$ cat src/rtl/simplez_mem_if.sv
// Memory port of the Simplez core: single-outstanding read/write access with a
// ready handshake that inserts wait states.
interface simplez_mem_if #(
   parameter int ADDRW = 9,
   parameter int DATAW = 12
) ();
   logic [ADDRW-1:0] mem_addr;
   logic             mem_rd;
   logic             mem_wr;
   logic [DATAW-1:0] mem_wdata;
   logic [DATAW-1:0] mem_rdata;
   logic             mem_ready;

   modport master (
      output mem_addr, mem_rd, mem_wr, mem_wdata,
      input  mem_rdata, mem_ready
   );

   modport slave (
      input  mem_addr, mem_rd, mem_wr, mem_wdata,
      output mem_rdata, mem_ready
   );
endinterface

$ cat src/rtl/simplez_core.sv
// Simplez CPU core: four-phase sequencer running the eight Simplez opcodes over a
// wait-stated memory port, with single-step gating of instruction fetch.
//
//   state   | meaning
//   --------+-----------------------------------------------------------
//   ST_I0   | fetch RI from mem[CP] (gated by step mode), CP++
//   ST_I1   | decode; execute CLR/DEC/BR/BZ, latch RA for memory ops
//   ST_O0   | operand access at RA: ST writes AC, LD/ADD read
//   ST_O1   | termination of a memory-operand instruction
//   ST_HALT | terminal; only reset leaves
module simplez_core #(
   parameter int              ADDRW    = 9,
   parameter int              DATAW    = ADDRW + 3,
   parameter logic [ADDRW-1:0] RESET_CP = '0
) (
   input  logic             clk,
   input  logic             rstn,
   simplez_mem_if.master    mem,
   input  logic             step_en,
   input  logic             step,
   output logic             halted,
   output logic [2:0]       co,
   output logic [ADDRW-1:0] cp,
   output logic [DATAW-1:0] ac
);
   typedef enum logic [2:0] {
      ST_I0   = 3'd0,
      ST_I1   = 3'd1,
      ST_O0   = 3'd2,
      ST_O1   = 3'd3,
      ST_HALT = 3'd4
   } state_t;

   localparam logic [2:0] OP_ST   = 3'd0;
   localparam logic [2:0] OP_LD   = 3'd1;
   localparam logic [2:0] OP_ADD  = 3'd2;
   localparam logic [2:0] OP_BR   = 3'd3;
   localparam logic [2:0] OP_BZ   = 3'd4;
   localparam logic [2:0] OP_CLR  = 3'd5;
   localparam logic [2:0] OP_DEC  = 3'd6;
   localparam logic [2:0] OP_HALT = 3'd7;

   state_t           state_q, state_d;
   logic [ADDRW-1:0] cp_q, cp_d;
   logic [ADDRW-1:0] ra_q, ra_d;
   logic [DATAW-1:0] ri_q, ri_d;
   logic [DATAW-1:0] ac_q, ac_d;
   logic             step_pend_q, step_pend_d;

   logic [2:0]       op;
   logic [ADDRW-1:0] cd;
   logic             fetch_en;
   logic             opnd_rd;
   logic             opnd_wr;

   always_comb begin
      op       = ri_q[DATAW-1:ADDRW];
      cd       = ri_q[ADDRW-1:0];
      fetch_en = (state_q == ST_I0) && (!step_en || step_pend_q);
      opnd_rd  = (state_q == ST_O0) && ((op == OP_LD) || (op == OP_ADD));
      opnd_wr  = (state_q == ST_O0) && (op == OP_ST);

      state_d     = state_q;
      cp_d        = cp_q;
      ra_d        = ra_q;
      ri_d        = ri_q;
      ac_d        = ac_q;
      step_pend_d = step_pend_q;

      if (step && (state_q != ST_HALT)) begin
         step_pend_d = 1'b1;
      end

      case (state_q)
         ST_I0: begin
            // a step pulse landing on the completing fetch edge is absorbed here
            if (fetch_en && mem.mem_ready) begin
               ri_d        = mem.mem_rdata;
               cp_d        = cp_q + ADDRW'(1);
               step_pend_d = 1'b0;
               state_d     = ST_I1;
            end
         end
         ST_I1: begin
            case (op)
               OP_CLR: begin
                  ac_d    = '0;
                  state_d = ST_I0;
               end
               OP_DEC: begin
                  ac_d    = ac_q - DATAW'(1);
                  state_d = ST_I0;
               end
               OP_BR: begin
                  cp_d    = cd;
                  state_d = ST_I0;
               end
               OP_BZ: begin
                  if (ac_q == '0) begin
                     cp_d = cd;
                  end
                  state_d = ST_I0;
               end
               OP_HALT: begin
                  state_d = ST_HALT;
               end
               default: begin
                  ra_d    = cd;
                  state_d = ST_O0;
               end
            endcase
         end
         ST_O0: begin
            if (mem.mem_ready) begin
               if (op == OP_LD) begin
                  ac_d = mem.mem_rdata;
               end else if (op == OP_ADD) begin
                  ac_d = ac_q + mem.mem_rdata;
               end
               state_d = ST_O1;
            end
         end
         ST_O1: begin
            state_d = ST_I0;
         end
         ST_HALT: begin
            state_d = ST_HALT;
         end
         default: begin
            state_d = ST_I0;
         end
      endcase
   end

   always_ff @(posedge clk or negedge rstn) begin
      if (!rstn) begin
         state_q     <= ST_I0;
         cp_q        <= RESET_CP;
         ra_q        <= '0;
         ri_q        <= '0;
         ac_q        <= '0;
         step_pend_q <= 1'b0;
      end else begin
         state_q     <= state_d;
         cp_q        <= cp_d;
         ra_q        <= ra_d;
         ri_q        <= ri_d;
         ac_q        <= ac_d;
         step_pend_q <= step_pend_d;
      end
   end

   // Reset state is I0, which would otherwise request a fetch while rstn is low.
   assign mem.mem_rd    = rstn && (fetch_en || opnd_rd);
   assign mem.mem_wr    = rstn && opnd_wr;
   assign mem.mem_addr  = (state_q == ST_O0) ? ra_q : cp_q;
   assign mem.mem_wdata = ac_q;

   assign halted = (state_q == ST_HALT);
   assign co     = op;
   assign cp     = cp_q;
   assign ac     = ac_q;
endmodule

$ cat src/flat_wrapper.sv
// flat-port wrapper written by rule: the top's interface ports become plain ports
module simplez_core_flat 
#(
   parameter int              ADDRW    = 9,
   parameter int              DATAW    = ADDRW + 3,
   parameter logic [ADDRW-1:0] RESET_CP = '0
)
  (clk, rstn, step_en, step, halted, co, cp, ac, mem_mem_addr, mem_mem_rd, mem_mem_wr, mem_mem_wdata, mem_mem_rdata, mem_mem_ready);
  simplez_mem_if #(.ADDRW(ADDRW), .DATAW(DATAW)) mem_i ();
  input  logic clk;
  input  logic rstn;
  input  logic step_en;
  input  logic step;
  output logic halted;
  output logic [2:0] co;
  output logic [ADDRW-1:0] cp;
  output logic [DATAW-1:0] ac;
  output wire logic [$bits(mem_i.mem_addr)-1:0] mem_mem_addr;
  output wire logic [$bits(mem_i.mem_rd)-1:0] mem_mem_rd;
  output wire logic [$bits(mem_i.mem_wr)-1:0] mem_mem_wr;
  output wire logic [$bits(mem_i.mem_wdata)-1:0] mem_mem_wdata;
  input wire logic [$bits(mem_i.mem_rdata)-1:0] mem_mem_rdata;
  input wire logic [$bits(mem_i.mem_ready)-1:0] mem_mem_ready;
  assign mem_mem_addr = mem_i.mem_addr;
  assign mem_mem_rd = mem_i.mem_rd;
  assign mem_mem_wr = mem_i.mem_wr;
  assign mem_mem_wdata = mem_i.mem_wdata;
  assign mem_i.mem_rdata = mem_mem_rdata;
  assign mem_i.mem_ready = mem_mem_ready;
  simplez_core #(.ADDRW(ADDRW), .DATAW(DATAW), .RESET_CP(RESET_CP)) u_core (.clk(clk), .rstn(rstn), .mem(mem_i), .step_en(step_en), .step(step), .halted(halted), .co(co), .cp(cp), .ac(ac));
endmodule
$ cat config.mk
export PLATFORM = sky130hd
export DESIGN_NAME = simplez_core_flat
export DESIGN_NICKNAME = d
export VERILOG_FILES = /design/src/rtl/simplez_mem_if.sv /design/src/rtl/simplez_core.sv /design/src/flat_wrapper.sv
export SDC_FILE = /design/constraint.sdc
export NUM_CORES = 1
export LEC_CHECK = 0
export BUFFER_PORTS_ARGS = -buffer_cell sky130_fd_sc_hd__buf_4
export CAP_MARGIN = 25
export CORE_ASPECT_RATIO = 0.8
export CORE_UTILIZATION = 45
export CTS_BUF_LIST = sky130_fd_sc_hd__clkbuf_16
export DETAILED_ROUTE_END_ITERATION = 7
export PLACE_DENSITY = 0.67
export RECOVER_POWER = 50
export SETUP_SLACK_MARGIN = 0.4
export SLEW_MARGIN = 5
export SYNTH_ARGS = -nofsm -noshare
export SYNTH_HDL_FRONTEND = slang
export SYNTH_SLANG_ARGS = --single-unit
$ cat constraint.sdc
create_clock -name clk -period 2.4 [get_ports clk]
set_input_delay 0.6 -clock clk [delete_from_list [all_inputs] [get_ports clk]]
set_output_delay 0.6 -clock clk [all_outputs]
set_load 0.02 [all_outputs]
======== Word-level counts from Yosys, hierarchy flattened ========
Cells that the tools add are included.
storage, ports and cells
  logic and storage cells ................. 67
  output and inout port bits .............. 48
  bits in registers ....................... 46
  input port bits ......................... 17
operators by class
  bitwise operators ....................... 1
  equal/unequal tests ..................... 17
  reduce and logical (&&, ||, !) cells .... 23
  $add $sub $neg .......................... 3
  multiplexer cells ....................... 17
operator list
  kind                   count
  $pmux 12 s2            2
  $mux 12                3
  $pmux 9 s2             2
  $mux 9                 3
  $eq 3x3->1 const B     5
  $add 12x12->12         1
  $logic_not 12->1       1
  $pmux 3 s4             1
  $sub 12x1->12 const B  1
  $add 9x1->9 const B    1
  $eq 3x2->1 const B     3
  $ne 3x3->1 const B     3
  $reduce_and 4->1       2
  $logic_and 1x1->1      7
  $eq 3x1->1 const B     2
  $logic_not 3->1        2
  $mux 3                 2
  $ne 3x2->1 const B     2
  $pmux 3 s2             1
  $reduce_and 2->1       3
  $reduce_or 5->1        1
  $ne 2x2->1 const B     2
  $reduce_bool 2->1      2
  $reduce_or 4->1        1
  4 further kinds        8

======== Logic depth before layout (Yosys ltp) ========
Gate-level depths: netlist of the first run.
  word-level depth ........................ 6
  depth in mapped cells ................... 9
  depth with buffers taken out ............ 9

======== Worst setup path after synthesis of the first run ========
Ideal clock, no wire load.
  kind .................................... input to register
  from .................................... input port mem_mem_rdata[3]
  to ...................................... register u_core.ac_q[11] (netlist: u_core.ac[11])
  stages .................................. 7
  data required time ...................... 2.268 ns
  setup slack ............................. 0.044 ns
  buffers on the path ..................... 0
  arrival time ............................ 2.224 ns
  setup time .............................. 0.132 ns
  cells stage by stage .................... ha_1 a21o_1 a21oi_1 a21oi_1 or4_1 nand3_1 or3b_1
on the way
  longest elaborated chain between the ends .. 5
RTL lines
  what                  RTL line             text
  start, declared       flat_wrapper.sv:22   input wire logic [$bits(mem_i.mem_rdata)-1:0] mem_mem_rdata;
  $add 12x12->12        simplez_core.sv:118  ac_d = ac_q + mem.mem_rdata;
  $mux 12               simplez_core.sv:117  end else if (op == OP_ADD) begin
  $mux 12               simplez_core.sv:115  if (op == OP_LD) begin
  $mux 12               simplez_core.sv:114  if (mem.mem_ready) begin
  $pmux 12 s2           simplez_core.sv:74   case (state_q)
  end signal, assigned  simplez_core.sv:141  ac_q <= '0;
  end signal, assigned  simplez_core.sv:148  ac_q <= ac_d;
  end, declared         simplez_core.sv:47   logic [DATAW-1:0] ac_q, ac_d;
Every way passes these cells. The select of a mux whose other input is x is not followed.
A chain may end at the register's enable or synchronous reset.

======== Final worst setup path of the first run ========
  from .................................... register u_core.ri_q[9]
  to ...................................... output port mem_mem_rd
on the way
  longest elaborated chain between the ends .. 5
  elaborated cells on any way between the ends .. 6
  classes of those cells .................. eq/ne (2); reduce/logical (4)
RTL lines
  what                                      RTL line             text
  start, declared                           simplez_core.sv:46   logic [DATAW-1:0] ri_q, ri_d;
  start signal, assigned                    simplez_core.sv:147  ri_q <= ri_d;
  $eq 3x1->1 or $eq 3x2->1 (tied branches)  simplez_core.sv:60   opnd_rd = (state_q == ST_O0) && ((op == OP_LD) || (op == OP_ADD));
  $logic_or 1x1->1 *                        simplez_core.sv:60
  $logic_and 1x1->1 *                       simplez_core.sv:60
  $logic_or 1x1->1 *                        simplez_core.sv:154  assign mem.mem_rd = rstn && (fetch_en || opnd_rd);
  $logic_and 1x1->1 *                       simplez_core.sv:154
  end, declared                             flat_wrapper.sv:19   output wire logic [$bits(mem_i.mem_rd)-1:0] mem_mem_rd;
Every way passes the cells marked *; elsewhere a longest branch is shown, timed or not.

==> results of run 1 <==
==> cell families after synthesis <==
group	synth area share, %
AND/OR/NAND/NOR	25.22
AO/OA/AOI/OAI	20.50
flip-flops	35.64
buffers and inverters	7.168
adder cells (fa/ha/maj)	6.044
multiplexers	4.068
XOR/XNOR	1.356
==> critical path, cell delays in order (launching register included) <==
cell and delay, ns:
dfrtp_1 0.48, nor2b_2 0.23, nor2_2 0.28, nor3_2 0.08, o21a_1 0.18, buf_4 0.15
==> power by group through the flow <==
| stage | Clock [mW] | Combinational [mW] | Sequential, mW |
|---|---|---|---|
| finish | 0.801 | 4.42 | 1.58 |
| CTS | 0.802 | 3.80 | 1.52 |
| floorplan | 0 | 2.15 | 1.57 |
| global placement | 0 | 3.33 | 1.50 |
| global route | 0.838 | 4.72 | 1.63 |
| detailed placement | 0 | 3.39 | 1.52 |
==> final timing paths <==
path,from,end,slack [ns],cells past startpoint
worst max-delay path,u_core.ri_q[9]$_DFFE_PN0P_,mem_mem_rd,0.11,5
worst min-delay path,rstn,u_core.ri_q[10]$_DFFE_PN0P_,0.21,1
worst max register to register,u_core.ac[0]$_DFFE_PN0P_,u_core.ac[8]$_DFFE_PN0P_,0.17,9
worst min register to register,u_core.ra_q[7]$_DFFE_PN0P_,u_core.ra_q[7]$_DFFE_PN0P_,0.51,1
max in group asynchronous,rstn,u_core.ac[7]$_DFFE_PN0P_,0.75,2
min in group clk,u_core.ra_q[7]$_DFFE_PN0P_,u_core.ra_q[7]$_DFFE_PN0P_,0.51,1
==> registers in the layout, indices dropped and copies added, names as in the netlist <==
signal / cells
u_core.ac: 12
u_core.cp: 9
u_core.ra_q: 9
u_core.state_q: 3
u_core.ri_q: 12
u_core.step_pend_q: 1
==> cell type report <==
| class | instances | area (µm²) |
|---|---|---|
| clock buffers | 5 | 125.1 |
| repair buffers | 139 | 1082 |
| clock inverters | 3 | 41.29 |
| multi-input cells | 298 | 2283 |
| well taps | 87 | 108.9 |
| inverters | 10 | 40.04 |
| flip-flops and latches | 46 | 1160 |
| fillers | 520 | 2085 |
==> metrics by stage <==
stage / setup slack, ns / utilization, % / setup TNS, ns / std cells / hold WS (ns)
after floorplan: 0.1401 / - / 0 / 386 / 0.3044
after global placement: -0.08158 / 57.90 / -0.1488 / 544 / 0.4210
after detailed placement: -0.08143 / 57.90 / -0.2370 / 544 / 0.4198
after CTS: 0.1996 / 64.19 / 0 / 568 / 0.1167
after global routing: 0.05155 / 69.90 / 0 / 588 / 0.2281
final: 0.1118 / 69.90 / 0 / 588 / 0.2109
==> routing by layer <==
metal	vias up	GRT usage [%]	routed length, µm
met5	-	0	0
met4	0	5.672	137
met3	19	3.874	720
met2	150	40.35	5006
met1	1700	36.21	4647
li1	1607	-	-
==> timing repair <==
item                       CTS  global route
pin swaps                   12            28
gates cloned                 1             1
resized for setup           44            80
hold buffers                 0             0
setup buffers               15            19
setup endpoints to repair   28            33
==> layout by cell type, fill, tap and decap left out, types with 4 or more instances in the layout <==
master | synthesis | routed
a21oi_2 | 0 | 6
inv_1 | 10 | 8
o21ai_0 | 20 | 11
nand2_4 | 0 | 8
dfrtp_1 | 46 | 39
nor2b_2 | 0 | 4
nor2b_1 | 8 | 4
nor3_1 | 10 | 9
clkbuf_1 | 9 | 22
nor2_1 | 29 | 27
o21ai_1 | 4 | 9
nand2_1 | 76 | 56
ha_4 | 0 | 8
ha_1 | 14 | 5
nand4_1 | 5 | 5
nand3_1 | 8 | 6
o21ai_2 | 0 | 4
buf_6 | 0 | 25
a21o_1 | 6 | 6
mux2_2 | 9 | 9
and3_1 | 8 | 6
clkbuf_16 | 0 | 5
nand2_2 | 0 | 12
dfrtp_2 | 0 | 7
a21oi_1 | 24 | 18
buf_4 | 18 | 87
==> cell usage after synthesis, types with 4 or more instances <==
cell / count
nor2_1: 29
o31ai_1: 4
dfrtp_1: 46
ha_1: 14
nand2_1: 76
nand4_1: 5
and3_1: 8
nor4_1: 5
nand3_1: 8
mux2_2: 9
inv_1: 10
nor3_1: 10
clkbuf_1: 9
o21ai_0: 20
a21oi_1: 24
o21ai_1: 4
nor3b_1: 5
buf_2: 5
a21o_1: 6
nor2b_1: 8
buf_4: 18
==> results.sh, run 1 <==
export IMPL_place_hpwl_mm=6.660
export IMPL_clock_path_buffers=2
export IMPL_place_area_um2=4010
export IMPL_wirelength_mm=10.51
export IMPL_drt_iter0_markers=249
export IMPL_power_density_nw_per_um2=1405
export IMPL_yosysSeqAreaShare_pct=35.65
export IMPL_synth_area_top_cells="dfrtp_1, nand2_1, ha_1, buf_4, a21oi_1"
export IMPL_switching_power_mw=3.133
export IMPL_core_area_um2=6925
export IMPL_initial_core_util_pct=46.63
export IMPL_yosysWarnings=0
export IMPL_finalCritPeriodShare_pct=95.34
export IMPL_max_cap_violations=0
export IMPL_clk_pin_slew_ns=0.06
export IMPL_io_pins=65
export IMPL_hold_violations=0
export IMPL_layout_drive_gt1_share_pct=43.51
export IMPL_clock_latency_ns=0.29
export IMPL_path_class="reg2out"
export IMPL_areaGrowthSynthToFinish_pct=49.90
export IMPL_comb_power_share_pct=65.0
export IMPL_required_ns=1.80
export IMPL_die_h_um=77.77
export IMPL_drtAntennaViolNets=0
export IMPL_drt_pass1_iterations=5
export IMPL_status="complete, no violations"
export IMPL_gr_total_overflow=0
export IMPL_place_congestion=0.8909
export IMPL_grt_max_degree=42
export IMPL_ys_flop_type="dfrtp_1"
export IMPL_leakagePower_nw=2.247
export IMPL_final_area_um2=4841
export IMPL_worstSetupEndpointType="output pin"
export IMPL_antenna_found_initial=0
export IMPL_antenna_cells=0
export IMPL_numCtsBuffers=5
export IMPL_min_period_ns=2.288
export IMPL_vias=3476
export IMPL_swShare_pct=46.05
export IMPL_die_w_um=96.71
export IMPL_synth_edf_count=0
export IMPL_pwr_share_seq_pct=23.3
export IMPL_worst_ep_arrival_time_ns=1.69
export IMPL_startpoint_type="flop"
export IMPL_cts_tree="built"
export IMPL_rsz0062_at_grt="yes"
export IMPL_final_nets=532
export IMPL_die_area_um2=7521
export IMPL_critPathMaxFanout=8
export IMPL_synth_cells=386
export IMPL_synthArstFlopShare_pct=100.0
export IMPL_first_global_vias=3064
export IMPL_viasPerCell=5.912
export IMPL_synth_fp_nets=418
export IMPL_p_int_mw=3.671
export IMPL_grt_use_total_pct=25.31
export IMPL_maxSlewHeadroom_pct=29.10
export IMPL_clkPwrFrac_pct=11.8
export IMPL_setup_viol=0
export IMPL_worstHoldPathType="in2async"
export IMPL_cts_root_buffer="clkbuf_16"
export IMPL_fin_skew_ns=0.005175
export IMPL_slew_violations=0
export IMPL_drc=0
export IMPL_cts_sinks=46
export IMPL_wl_per_cell_um=17.88
export IMPL_io_buffers=64
export IMPL_synth_top_area_share_pct=35.65
export IMPL_finalPower_mw=6.803
export IMPL_max_freq_mhz=437.0
export IMPL_avgSynthCellArea_um2=8.366
export IMPL_htree_levels=2
export IMPL_grt_pass1_wl_mm=15.35
export IMPL_yosysTopAreaCell="dfrtp_1"
export IMPL_irDropWorstVdd_uv=690.2
export IMPL_ys_types=61
export IMPL_num_rows=27
export IMPL_ys_ff_latch=46
export IMPL_synth_area_um2=3229
export IMPL_tightest_slew_ns=1.064
(Power assumes the default switching activity.)
==> inputs of run 2 (changes only) <==
--- a/config.mk
+++ b/config.mk
@@ -5,15 +5,17 @@
 export SDC_FILE = /design/constraint.sdc
 export NUM_CORES = 1
 export LEC_CHECK = 0
+export ABC_AREA = 1
 export BUFFER_PORTS_ARGS = -buffer_cell sky130_fd_sc_hd__buf_4
 export CAP_MARGIN = 25
 export CORE_ASPECT_RATIO = 0.8
 export CORE_UTILIZATION = 45
 export CTS_BUF_LIST = sky130_fd_sc_hd__clkbuf_16
 export DETAILED_ROUTE_END_ITERATION = 7
+export HOLD_SLACK_MARGIN = 0.02
 export PLACE_DENSITY = 0.67
 export RECOVER_POWER = 50
-export SETUP_SLACK_MARGIN = 0.4
+export SETUP_SLACK_MARGIN = 0.15
 export SLEW_MARGIN = 5
 export SYNTH_ARGS = -nofsm -noshare
 export SYNTH_HDL_FRONTEND = slang
==> run 2 against run 1 <==
Net effect: setup slack improved by 0.16 ns; die area increased by 6.5%; worst hold slack improved by 0.28 ns; routed wire length decreased by 13%; clock power decreased by 15%; non-clock buffer count decreased by 68; register-to-register slack improved by 0.15 ns; critical path depth increased by 1; maximum frequency increased by 7.3%; design area decreased by 17%; critical endpoint unchanged; largest power group unchanged.
==> results.sh, run 2 <==
export IMPL_grt_max_degree=47
export IMPL_grt_use_met2_pct=36.90
export IMPL_irDropWorstVdd_uv=523.5
export IMPL_first_global_vias=3083
export IMPL_io_pins=65
export IMPL_initial_core_util_pct=46.60
export IMPL_die_h_um=80.26
export IMPL_fin_skew_ns=0.005749
export IMPL_gr_usage_met1_pct=36.53
export IMPL_wl_per_cell_um=13.62
export IMPL_numCtsBuffers=5
export IMPL_path_class="reg2out"
export IMPL_power_density_nw_per_um2=1550
export IMPL_rsz0062_at_grt="yes"
export IMPL_synth_simple_area_share_pct=30.84
export IMPL_synth_top_family_by_area="simple AND/OR/NAND/NOR gates"
export IMPL_wirelength_mm=9.181
export IMPL_synth_area_top_cells="dfrtp_1, nand2_1, o21ai_0, inv_1, nor2_1"
export IMPL_synth_fp_nets=551
export IMPL_slew_violations=0
export IMPL_place_congestion=0.9060
export IMPL_layout_common_cells="nand2_1, inv_1, buf_4, o21ai_0, nor2_1"
export IMPL_final_nets=601
export IMPL_viasPerCell=5.036
export IMPL_synthArstFlopShare_pct=100.0
export IMPL_synthXorXnorAreaFrac_pct=2.543
export IMPL_antenna_cells=0
export IMPL_avgSynthCellArea_um2=6.637
export IMPL_yosysMostFrequentCell="nand2_1"
export IMPL_gr_total_overflow=0
export IMPL_drt_pass1_iterations=5
export IMPL_grt_pass1_wl_mm=15.23
export IMPL_ys_types=31
export IMPL_post_place_cells=667
export IMPL_hold_ws_ns=0.4928
export IMPL_areaGrowthSynthToFinish_pct=16.93
export IMPL_finalCritPeriodShare_pct=88.84
export IMPL_n_fill_cell=747
export IMPL_synth_edf_count=0
export IMPL_hold_violations=0
export IMPL_leakagePower_nw=2.113
export IMPL_finalPower_mw=6.244
export IMPL_synth_top_area_share_pct=33.42
export IMPL_synthTopCellsByCount="nand2_1, inv_1, nor2_1, o21ai_0, dfrtp_1"
export IMPL_hold_depth=2
export IMPL_layout_drive_gt1_share_pct=14.41
export IMPL_drtAntennaViolNets=0
export IMPL_startpoint_type="flop"
export IMPL_synth_cells=519
export IMPL_layout_commonest_cell="nand2_1"
export IMPL_required_ns=1.80
export IMPL_clock_path_buffers=2
export IMPL_worstSetupEndpointType="output pin"
export IMPL_io_buffers=64
export IMPL_htree_levels=2
export IMPL_setup_viol=0
export IMPL_place_area_um2=3933
export IMPL_multi_input_area_um2=1837
export IMPL_synth_area_um2=3445
export IMPL_cts_root_buffer="clkbuf_16"
export IMPL_drt_iter0_markers=213
export IMPL_final_area_um2=4028
export IMPL_antenna_found_initial=0
export IMPL_regArea_um2=1151
export IMPL_final_setup_tns_ns=0
export IMPL_max_cap_violations=0
export IMPL_min_period_ns=2.132
export IMPL_die_area_um2=8011
export IMPL_vias=3394
export IMPL_tightest_slew_ns=1.201
export IMPL_worst_ep_arrival_time_ns=1.53
export IMPL_grt_use_total_pct=24.48
export IMPL_synth_compound_area_share_pct=14.35
export IMPL_ys_ff_latch=46
export IMPL_clk_pin_slew_ns=0.07
export IMPL_yosysSeqAreaShare_pct=33.42
export IMPL_num_rows=28
export IMPL_yosysWarnings=0
export IMPL_drc=0
export IMPL_max_freq_mhz=469.0
export IMPL_clock_latency_ns=0.29
export IMPL_worstHoldPathType="reg2reg"
export IMPL_die_w_um=99.82
export IMPL_status="complete, no violations"
export IMPL_ff2ff_path_depth=9
export IMPL_yosysTopAreaCell="dfrtp_1"
export IMPL_maxSlewHeadroom_pct=19.92
export IMPL_core_area_um2=7392
export IMPL_synthAdderAreaFrac_pct=5.667
export IMPL_muxShareOfSynthArea_pct=0
export IMPL_grt_util_met3_pct=4.613
export IMPL_instances_no_fill=674
export IMPL_critPathMaxFanout=7
export IMPL_cts_tree="built"
export IMPL_grt_busiest_layer="met2"
export IMPL_ys_flop_type="dfrtp_1"
export IMPL_place_hpwl_mm=7.003
export IMPL_cts_sinks=46
export IMPL_post_cts_setup_buffers=0
==> run 2: through the flow <==
| step | util (%) | worst slack (ns) |
|---|---|---|
| after global routing | 54.49 | 0.08645 |
| after global placement | 53.20 | 0.1768 |
| after detailed placement | 53.20 | 0.1380 |
| after CTS | 55.04 | 0.2477 |
| after floorplan | - | 0.2804 |
| final | 54.49 | 0.2679 |
==> run 2: where the power goes <==
| part | leakage, nW | total, mW | internal [mW] | switching, mW |
|---|---|---|---|---|
| Sequential | 0.578 | 1.58 | 1.14 | 0.442 |
| Clock | 0.0671 | 0.682 | 0.377 | 0.305 |
| Combinational | 1.47 | 3.98 | 1.43 | 2.55 |
| Total | 2.11 | 6.24 | 2.94 | 3.30 |
==> run 2: kinds of logic (layout without fill, tap and decap cells) <==
family | after synthesis | count (layout)
flops | 46 | 46
simple gates | 252 | 252
fa+ha+maj | 15 | 15
xor+xnor | 10 | 10
buf+inv | 102 | 152
compound gates | 94 | 94
==> run 2: layout make-up <==
cell class	instances	share of cell area, %
multi-input cells	371	45.60
clock buffers	5	3.107
clock inverters	2	0.2796
flip-flops and latches	46	28.58
inverters	74	6.897
well taps	105	3.262
repair buffers	71	12.27
==> run 2: critical path: stages (launching register included) <==
cell,delay [ns]
dfrtp_1,0.39
inv_1,0.17
nand2_1,0.16
inv_1,0.08
nand3_1,0.11
a21oi_1,0.17
buf_4,0.17
==> run 2: path summary, 6_finish.rpt <==
path	slack, ns	end	start
setup / recovery	0.27	mem_mem_rd	u_core.ri_q[11]$_DFFE_PN0P_
hold / removal	0.49	u_core.ra_q[6]$_DFFE_PN0P_	u_core.ri_q[6]$_DFFE_PN0P_
setup reg to reg	0.32	u_core.cp[6]$_DFFE_PN0P_	u_core.state_q[2]$_DFFE_PN0P_
hold reg to reg	0.49	u_core.ra_q[6]$_DFFE_PN0P_	u_core.ri_q[6]$_DFFE_PN0P_
max in group asynchronous	1.00	u_core.ri_q[4]$_DFFE_PN0P_	rstn
min in group asynchronous	0.67	u_core.ri_q[9]$_DFFE_PN0P_	rstn
==> run 2: repair_timing <==
action                                  4_1_cts  5_1_grt
gates resized for setup                       0        3
endpoints found under the setup margin        0       12
hold buffers                                  0        0
==> run 2: routing by layer <==
layer / part of all wire [%] / routed length, µm
met5: 0 / 0
met4: 0.70 / 64
met3: 5.4 / 494
met2: 42 / 3865
met1: 52 / 4756
==> inputs of run 3 (changes only) <==
--- a/config.mk
+++ b/config.mk
@@ -9,11 +9,10 @@
 export BUFFER_PORTS_ARGS = -buffer_cell sky130_fd_sc_hd__buf_4
 export CAP_MARGIN = 25
 export CORE_ASPECT_RATIO = 0.8
-export CORE_UTILIZATION = 45
+export CORE_UTILIZATION = 43
 export CTS_BUF_LIST = sky130_fd_sc_hd__clkbuf_16
 export DETAILED_ROUTE_END_ITERATION = 7
 export HOLD_SLACK_MARGIN = 0.02
-export PLACE_DENSITY = 0.67
 export RECOVER_POWER = 50
 export SETUP_SLACK_MARGIN = 0.15
 export SLEW_MARGIN = 5
==> constraint.sdc (replaced) <==
create_clock -name clk -period 2.3 [get_ports clk]
set_input_delay 0.575 -clock clk [delete_from_list [all_inputs] [get_ports clk]]
set_output_delay 0.575 -clock clk [all_outputs]
set_load 0.02 [all_outputs]
==> run 3 against run 2 <==
Net effect: flip-flop and latch count did not move; combinational power grew 6.5%; total power grew 4.8%; global-route usage fell by 0.13 points; final cell count up 0.45%; clock power hardly changed; design area increased by 0.25%; critical path depth unchanged; core utilization decreased by 1.1 points; critical path type unchanged; largest power group unchanged.
==> results.sh, run 3 (synthesis gave the netlist of run 2 again) <==
export IMPL_status="complete, no violations"
export IMPL_io_buffers=64
export IMPL_first_global_vias=2960
export IMPL_finalCoreUtilization_pct=53.36
export IMPL_die_area_um2=8375
export IMPL_num_rows=28
export IMPL_numCtsBuffers=5
export IMPL_switching_power_mw=3.457
export IMPL_swShare_pct=52.80
export IMPL_startpoint_type="flop"
export IMPL_critPathMaxFanout=4
export IMPL_final_setup_tns_ns=0
export IMPL_max_stage_delay_ns=0.42
export IMPL_crit_path_start="u_core.state_q[0]$_DFFE_PN0P_"
export IMPL_wl_met3_um=620
export IMPL_setup_viol=0
export IMPL_cts_hold_repair_buffers=0
export IMPL_die_h_um=82.06
export IMPL_areaGrowthSynthToFinish_pct=17.22
export IMPL_power_density_nw_per_um2=1621
export IMPL_pwr_share_seq_pct=24.8
export IMPL_clock_latency_ns=0.28
export IMPL_cts_root_buffer="clkbuf_16"
export IMPL_path_cells="nor2_2, nand2_1, inv_1, nand3_1, a21oi_1, buf_4"
export IMPL_finalPower_mw=6.546
export IMPL_gr_total_overflow=0
export IMPL_grt_pass1_wl_mm=15.36
export IMPL_drt_iter0_markers=272
export IMPL_max_cap_violations=0
export IMPL_antenna_cells=0
export IMPL_hold_violations=0
export IMPL_clock_path_buffers=2
export IMPL_maxUsedRoutingLayer="met4"
export IMPL_initial_core_util_pct=45.52
export IMPL_irDropWorstVdd_uv=610.7
export IMPL_p_int_mw=3.090
export IMPL_r2r_slack_ns=0.29
export IMPL_clk_pin_slew_ns=0.06
export IMPL_cts_tree="built"
export IMPL_met1_length_mm=4.889
export IMPL_antenna_found_initial=0
export IMPL_worstHoldPathType="reg2reg"
export IMPL_die_w_um=102.1
export IMPL_r2r_end="u_core.ac[8]$_DFFE_PN0P_"
export IMPL_vias=3369
export IMPL_fin_skew_ns=0.004467
export IMPL_min_period_ns=2.088
export IMPL_viasPerCell=4.976
export IMPL_place_hpwl_mm=7.353
export IMPL_cp_slowest_cell="dfrtp_1"
export IMPL_layout_common_cells="nand2_1, inv_1, buf_4, nor2_1, o21ai_0"
export IMPL_drc=0
export IMPL_path_class="reg2out"
export IMPL_cts_sinks=46
export IMPL_hold_ws_ns=0.4887
export IMPL_io_pins=65
export IMPL_grt_use_total_pct=24.35
export IMPL_grt_max_degree=47
export IMPL_worstSetupEndpointType="output pin"
export IMPL_clkPwrFrac_pct=10.5
export IMPL_finalCritPeriodShare_pct=90.77
export IMPL_tightest_slew_ns=1.159
export IMPL_wl_met2_mm=4.065
export IMPL_required_ns=1.73
export IMPL_leakagePower_nw=2.114
export IMPL_drtAntennaViolNets=0
export IMPL_layout_drive_gt1_share_pct=14.16
export IMPL_ff2ff_path_depth=11
export IMPL_rsz0062_at_grt="yes"
export IMPL_wirelength_mm=9.634
export IMPL_slew_violations=0
export IMPL_wl_per_cell_um=14.23
export IMPL_hold_depth=2
export IMPL_htree_levels=2
export IMPL_place_congestion=0.9188
export IMPL_comb_power_share_pct=64.7
export IMPL_drt_pass1_iterations=6
export IMPL_min_to="u_core.ra_q[1]$_DFFE_PN0P_"
export IMPL_max_freq_mhz=479.0
export IMPL_hp_start="u_core.ri_q[1]$_DFFE_PN0P_"
export IMPL_core_area_um2=7567
export IMPL_worst_ep_arrival_time_ns=1.51
export IMPL_reg2reg_from="u_core.ac[0]$_DFFE_PN0P_"
export IMPL_maxSlewHeadroom_pct=22.70
export IMPL_final_nets=604
export IMPL_n_fill_cell=808
export IMPL_layout_commonest_cell="nand2_1"
[run 3: changes by cell type in the layout (fill, tap and decap cells not counted), sizes merged]
cell	delta
clkbuf	+2
buf	+1
[run 3: cell type report]
type                       count  area (µm²)  share of cell area [%]
inverter                      74       277.8                   6.879
clock buffer                   5       125.1                   3.099
timing repair buffer          74       511.7                   12.67
sequential                    46        1151                   28.51
tap                          105       131.4                   3.254
clock inverter                 2       11.26                  0.2789
multi-input combinational    371        1829                   45.31
[run 3: how the worst max path moves through the flow]
stage	end	slack (ns)	depth (start not counted)
6_report	mem_mem_rd	0.21	6
5_1_grt	u_core.ac[9]$_DFFE_PN0P_	0.11	8
4_1_cts	mem_mem_wr	0.17	5
3_5_place_dp	u_core.ac[8]$_DFFE_PN0P_	0.05	12
3_3_place_gp	u_core.ac[8]$_DFFE_PN0P_	0.11	12
2_1_floorplan	mem_mem_addr[8]	0.21	5
[run 3: repair_timing]
item | in CTS | in global routing
gates resized for setup | 0 | 8
buffers inserted | 0 | 1
endpoints found under the setup margin | 0 | 12
[run 3: power by group through the flow]
stage	clock, mW	sequential, mW	combinational (mW)
after floorplan	0	1.72	2.95
after global placement	0	1.64	4.24
after global routing	0.746	1.68	4.75
after detailed placement	0	1.64	4.27
after CTS	0.713	1.63	4.30
final	0.685	1.62	4.24
[run 3: stage by stage]
stage / setup WS [ns] / cell area, µm² / cells
final: 0.2123 / 4038 / 677
after global routing: 0.1076 / 4038 / 677
after CTS: 0.1717 / 4084 / 676
after detailed placement: 0.05438 / 3948 / 669
after global placement: 0.1080 / 3948 / 669
after floorplan: 0.2054 / 3445 / 519
[run 3: per-layer routing]
metal,GRT usage [%],vias up
met1,37.84,1512
met3,2.894,4
met4,4.286,0
met5,0,-
li1,-,1736
met2,36.04,117
[run 3: critical path, delay by kind of cell (launching register included)]
family / cells / cell delay (ns)
compound gates: 1 / 0.15
simple gates: 3 / 0.36
flops: 1 / 0.42
buf+inv: 2 / 0.31
